--- src/rtl/arcade_input.sv ---
// rtl/arcade_input.sv - merges PS/2 keys and joysticks into per-player controls
// with autofire, stretched coin pulses and a shared pause toggle.
module arcade_input #(
  parameter int NUM_PLAYERS     = 2,
  parameter int COIN_CYCLES     = 9600000,
  parameter int AUTOFIRE_CYCLES = 3200000
) (
  input  logic                      clk,
  input  logic                      reset,
  input  logic [10:0]               ps2_key,
  input  logic [NUM_PLAYERS*10-1:0] joystick,
  input  logic [NUM_PLAYERS-1:0]    autofire_en,
  output logic [NUM_PLAYERS*4-1:0]  joy,
  output logic [NUM_PLAYERS*3-1:0]  buttons,
  output logic [NUM_PLAYERS-1:0]    start,
  output logic [NUM_PLAYERS-1:0]    coin,
  output logic                      pause
);

  localparam int CW = $clog2(COIN_CYCLES + 1);
  localparam int AW = $clog2(AUTOFIRE_CYCLES + 1);

  logic       strobe_prev;
  logic       key_evt;
  logic       hit;
  logic [1:0] hit_player;
  logic [3:0] hit_bit;
  logic [8:0] key_state [NUM_PLAYERS];
  logic       pause_any;
  logic       pause_prev;
  logic       unused_ext;

  assign key_evt    = ps2_key[10] != strobe_prev;
  assign unused_ext = ps2_key[8];

  // hit_bit follows the joystick bit order so keys and sticks merge directly
  always_comb begin
    hit        = 1'b1;
    hit_player = 2'd0;
    hit_bit    = 4'd0;
    case (ps2_key[7:0])
      8'h74: hit_bit = 4'd0;
      8'h6B: hit_bit = 4'd1;
      8'h72: hit_bit = 4'd2;
      8'h75: hit_bit = 4'd3;
      8'h14: hit_bit = 4'd4;
      8'h11: hit_bit = 4'd5;
      8'h29: hit_bit = 4'd6;
      8'h16: hit_bit = 4'd7;
      8'h2E: hit_bit = 4'd8;
      8'h34: begin hit_player = 2'd1; hit_bit = 4'd0; end
      8'h23: begin hit_player = 2'd1; hit_bit = 4'd1; end
      8'h2B: begin hit_player = 2'd1; hit_bit = 4'd2; end
      8'h2D: begin hit_player = 2'd1; hit_bit = 4'd3; end
      8'h1C: begin hit_player = 2'd1; hit_bit = 4'd4; end
      8'h1B: begin hit_player = 2'd1; hit_bit = 4'd5; end
      8'h15: begin hit_player = 2'd1; hit_bit = 4'd6; end
      8'h1E: begin hit_player = 2'd1; hit_bit = 4'd7; end
      8'h36: begin hit_player = 2'd1; hit_bit = 4'd8; end
      default: hit = 1'b0;
    endcase
    if (int'(hit_player) >= NUM_PLAYERS) hit = 1'b0;
  end

  always_ff @(posedge clk or posedge reset) begin
    if (reset) begin
      strobe_prev <= 1'b0;
      for (int p = 0; p < NUM_PLAYERS; p++) key_state[p] <= '0;
    end else begin
      strobe_prev <= ps2_key[10];
      if (key_evt && hit) begin
        for (int p = 0; p < NUM_PLAYERS; p++)
          if (int'(hit_player) == p) key_state[p][hit_bit] <= ps2_key[9];
      end
    end
  end

  always_comb begin
    pause_any = 1'b0;
    for (int p = 0; p < NUM_PLAYERS; p++) pause_any = pause_any | joystick[p*10+9];
  end

  // Edge detectors come out of reset "high" so a held input needs a fresh rise.
  always_ff @(posedge clk or posedge reset) begin
    if (reset) begin
      pause_prev <= 1'b1;
      pause      <= 1'b0;
    end else begin
      pause_prev <= pause_any;
      if (pause_any && !pause_prev) pause <= ~pause;
    end
  end

  for (genvar p = 0; p < NUM_PLAYERS; p++) begin : g_player
    logic [8:0]    raw;
    logic          af_run;
    logic [3:0]    joy_q;
    logic [1:0]    btn_q;
    logic          start_q;
    logic          fire_q;
    logic          phase;
    logic [AW-1:0] af_cnt;
    logic          coin_prev;
    logic [CW-1:0] coin_cnt;

    assign raw    = key_state[p] | joystick[p*10 +: 9];
    assign af_run = raw[4] & autofire_en[p];

    always_ff @(posedge clk or posedge reset) begin
      if (reset) begin
        joy_q     <= '0;
        btn_q     <= '0;
        start_q   <= 1'b0;
        fire_q    <= 1'b0;
        phase     <= 1'b0;
        af_cnt    <= '0;
        coin_prev <= 1'b1;
        coin_cnt  <= '0;
      end else begin
        joy_q   <= {raw[3], raw[2], raw[0], raw[1]};
        btn_q   <= {raw[6], raw[5]};
        start_q <= raw[7];
        // phase flips after each full half-period; output is its inverse so a press starts high
        if (af_run) begin
          fire_q <= ~phase;
          if (af_cnt == AW'(AUTOFIRE_CYCLES - 1)) begin
            af_cnt <= '0;
            phase  <= ~phase;
          end else begin
            af_cnt <= af_cnt + AW'(1);
          end
        end else begin
          fire_q <= raw[4];
          af_cnt <= '0;
          phase  <= 1'b0;
        end
        coin_prev <= raw[8];
        if (coin_cnt != '0) coin_cnt <= coin_cnt - CW'(1);
        else if (raw[8] && !coin_prev) coin_cnt <= CW'(COIN_CYCLES);
      end
    end

    assign joy[p*4 +: 4]     = joy_q;
    assign buttons[p*3 +: 3] = {btn_q, fire_q};
    assign start[p]          = start_q;
    assign coin[p]           = coin_cnt != '0;
  end

endmodule

--- config.mk ---
export PLATFORM = sky130hd
export DESIGN_NAME = arcade_input
export DESIGN_NICKNAME = d
export VERILOG_FILES = /design/src/rtl/arcade_input.sv
export SDC_FILE = /design/constraint.sdc
export NUM_CORES = 1
export LEC_CHECK = 0
export BUFFER_PORTS_ARGS = -buffer_cell sky130_fd_sc_hd__buf_2
export CAP_MARGIN = 0
export CORE_MARGIN = 10
export CORE_UTILIZATION = 45
export CTS_BUF_LIST = sky130_fd_sc_hd__clkbuf_4
export DETAILED_ROUTE_END_ITERATION = 8
export PLACE_DENSITY = 0.72
export SLEW_MARGIN = 40
export SYNTH_ARGS = -nofsm -noshare
export SYNTH_HDL_FRONTEND = slang
export SYNTH_SLANG_ARGS = --single-unit
--- constraint.sdc ---
create_clock -name clk -period 10.9 [get_ports clk]
set_input_delay 2.18 -clock clk [delete_from_list [all_inputs] [get_ports clk]]
set_output_delay 2.18 -clock clk [all_outputs]
set_load 0.02 [all_outputs]
==> out/qor.txt <==
Crit path required time -> 8720 ps
WS Path Type -> reg2out
Crit path cell chain -> or4_4 -> or4b_4 -> nor3_1 -> inv_1 -> buf_2
CP Depth -> 5
CTS tree -> built
H-Tree Depth -> 4
Fin nets -> 715
Rows -> 43
Ports -> 54
Resized cells post-CTS -> 0
Total GRT Usage -> 13.8%
Antenna violations before repair -> 1
Max-slew violations -> 0
Worst R2R Start -> g_player[1].coin_cnt[0]$_DFFE_PP0P_
Syn Nets -> 665
CTS Sinks -> 133
Crit-path max cell delay -> 630 ps
WP data arrival -> 2810 ps
Port bufs -> 52
FF-to-FF path depth -> 7
DIE WIDTH -> 140 µm
Setup TNS -> 0 ps
Placer Congestion -> 0.834
Post-synthesis sequential area ratio -> 51.4%
Crit path buf inv count -> 2
Largest net degree at the start of global routing -> 74
HP Start -> pause$_DFFE_PP0P_
DRT Pass-1 Iters -> 5
Slew margin rel. -> 49.6%
Setup crit start -> g_player[0].coin_cnt[3]$_DFFE_PP0P_
RR Endpoint -> g_player[1].coin_cnt[21]$_DFFE_PP0P_
Class of the most critical hold timing path -> reg2reg
Syn. warnings -> 0
Final setup vio count -> 0
Hold_buf cts -> 0
Core area -> 14000 µm²
Grt total ovfl -> 0
Reg area -> 3330 µm²
Critical Path End -> coin[0]
Detail Route Antenna Nets -> 0
Final Cycle Share -> 45.7%
DP Worst Slack -> 6450 ps
Post-synth EDFFs -> 0
Setup Buffers After CTS -> 0
CTS Buf Count -> 17
Post-synthesis mux area share -> 3.59%
DP Cell Count -> 835
DR WL/cell -> 15.4 µm
Critical Path Source Type -> flip-flop
DR iter-0 viols -> 268
Library cells used by synthesis -> 61
Post-Layout Cell Count -> 870
CP Max Fanout -> 9
Initial Util -> 46.4%
Drt total wl -> 13.4 mm
Layout cells sized above 1 -> 20.3%
Xor and xnor area share after synthesis -> 10.1%
Number of global-route vias before repair -> 4762
Vias per inst -> 5.55
Cell area after synthesis -> 6480 µm²
# DRC -> 0
Yosys reg bits -> 133
Slew @ Worst Pin -> 749 ps
Prevailing post-synth register cell -> dfrtp_1
Synth Area in Compound Gates -> 4.88%
RSZ-0062 raised after global routing -> false
Post-Synthesis Cells -> 626
CP top delay family -> simple AND/OR/NAND/NOR gates
Simple-Gate Fraction of Synth Area -> 26.5%
Die H -> 140 µm
Post-Synth Adder-Cell Area -> 0.772%
Fill count -> 1256
Total power -> 978 µW
Syn avg cell area -> 10.4 µm²
Fin worst setup slack -> 5910 ps
Ranking of synthesized cells by area -> dfrtp_1, xor2_1, nor2_1, xnor2_1, mux2_2
Worst Setup End Kind -> output pin
Max VDD drop -> 0.0000898 V
Largest family of logic cells by synthesized area -> simple AND/OR/NAND/NOR gates
Synth top area share -> 50.2%
FFs w/ async S/R, synth -> 100%
Leading area contributor after synthesis -> dfrtp_1
Final hold violation count -> 0
Leak -> 3.09 nW
Layout Skew -> 13.1 ps
Die footprint -> 19600 µm²
Reg2reg setup slack -> 8310 ps
Tmin final -> 4990 ps
PwrDens -> 135 nW/µm²
Detailed placement HPWL -> 9.59 mm
CTS Root Cell -> clkbuf_4
Clk Latency, worst-skew pair -> 520 ps
First-pass GRT wire length -> 22.9 mm
Synth-to-layout area growth -> 11.8%
Clock tree buffer depth -> 2
Fin util -> 51.8%
CP max stage cell -> or4b_4
Max-Cap Viols -> 0
Max Clk Rate -> 201 MHz
Status -> finished, final reports clean
DR vias -> 4825
Multi-input logic area -> 2980 µm²
Clk slew on worst S/H paths -> 110 ps
## synth_stat cells, types with 3 or more instances
master    number
dfrtp_1      130
nor2_1        75
xor2_1        46
nor3_1        36
nand2_1       33
xnor2_1       29
nand3_1       25
nor4_1        22
or2_2         19
mux2_2        18
clkbuf_1      15
inv_1         15
or3_1         14
nand2b_1      12
nand4_1       12
o21ai_0       10
a21oi_1        8
and3_1         8
o31ai_1        8
and4_1         7
nor2b_1        7
or4_1          6
nand3b_1       5
a211oi_1       4
buf_4          4
ha_1           4
dfstp_2        3
mux2i_1        3
nand4b_1       3
nor3b_1        3
or3b_2         3
## power breakdown
group,internal [mW],leakage (nW),total [mW],switching [mW]
Clock,0.229,0.190,0.400,0.170
Combinational,0.0240,1.21,0.0652,0.0413
Sequential,0.506,1.69,0.513,0.00670
## flip-flops by register name, summed over array words and instances, names as in the netlist
register / cells
pause: 1
g_player.start_q: 2
pause_prev: 1
g_player.af_cnt: 44
g_player.coin_prev: 2
g_player.joy_q: 8
g_player.phase: 2
key_state: 18
strobe_prev: 1
g_player.coin_cnt: 48
g_player.fire_q: 2
g_player.btn_q: 4
## layout by cell type, fill, tap and decap left out, types with 22 or more instances in the layout
cell	instances
dfrtp_1	130
nor2_1	75
buf_2	52
xor2_1	46
nor3_1	35
nand2_1	33
xnor2_1	29
nand3_1	25
nor4_1	22
## per-stage QoR
stage / hold WS (ps) / area, µm²
2_1_floorplan: 432 / 6480
4_1_cts: 468 / 7210
6_report: 468 / 7250
5_1_grt: 483 / 7250
3_5_place_dp: 451 / 6860
3_3_place_gp: 447 / 6860
## logic make-up (layout without fill, tap and decap cells)
family / count (synthesis) / after routing
flops: 133 / 133
simple gates: 308 / 308
fa+ha+maj: 4 / 4
xor+xnor: 75 / 75
compound gates: 46 / 46
buf+inv: 39 / 102
other cells: 0 / 1
mux: 21 / 21
## per-layer routing
layer	vias to the layer above	global-route usage (%)	share of wire [%]
met2	113	22.0	49
met3	21	4.29	4.8
met4	0	4.95	1.9
met5	-	0	0
met1	2376	17.1	45
li1	2315	-	-
## worst min-delay path by stage
stage,slack (ps),end,depth (start not counted)
final,470,pause$_DFFE_PP0P_,1
after global routing,480,g_player[0].coin_cnt[6]$_DFFE_PP0P_,1
after CTS,470,g_player[1].coin_cnt[6]$_DFFE_PP0P_,1
after detailed placement,450,g_player[1].coin_cnt[6]$_DFFE_PP0P_,1
after global placement,450,g_player[1].coin_cnt[6]$_DFFE_PP0P_,1
after floorplan,430,g_player[0].joy_q[0]$_DFF_PP0_,1
## area by class of cell
cell class,instances,area share (%)
inverters,15,0.846
repair buffers,55,4.12
clock buffers,19,1.97
clock inverters,13,2.90
diodes,1,0.0345
multi-input cells,454,41.1
flip-flops and latches,133,46.0
well taps,180,3.11
(Power assumes the default switching activity.)
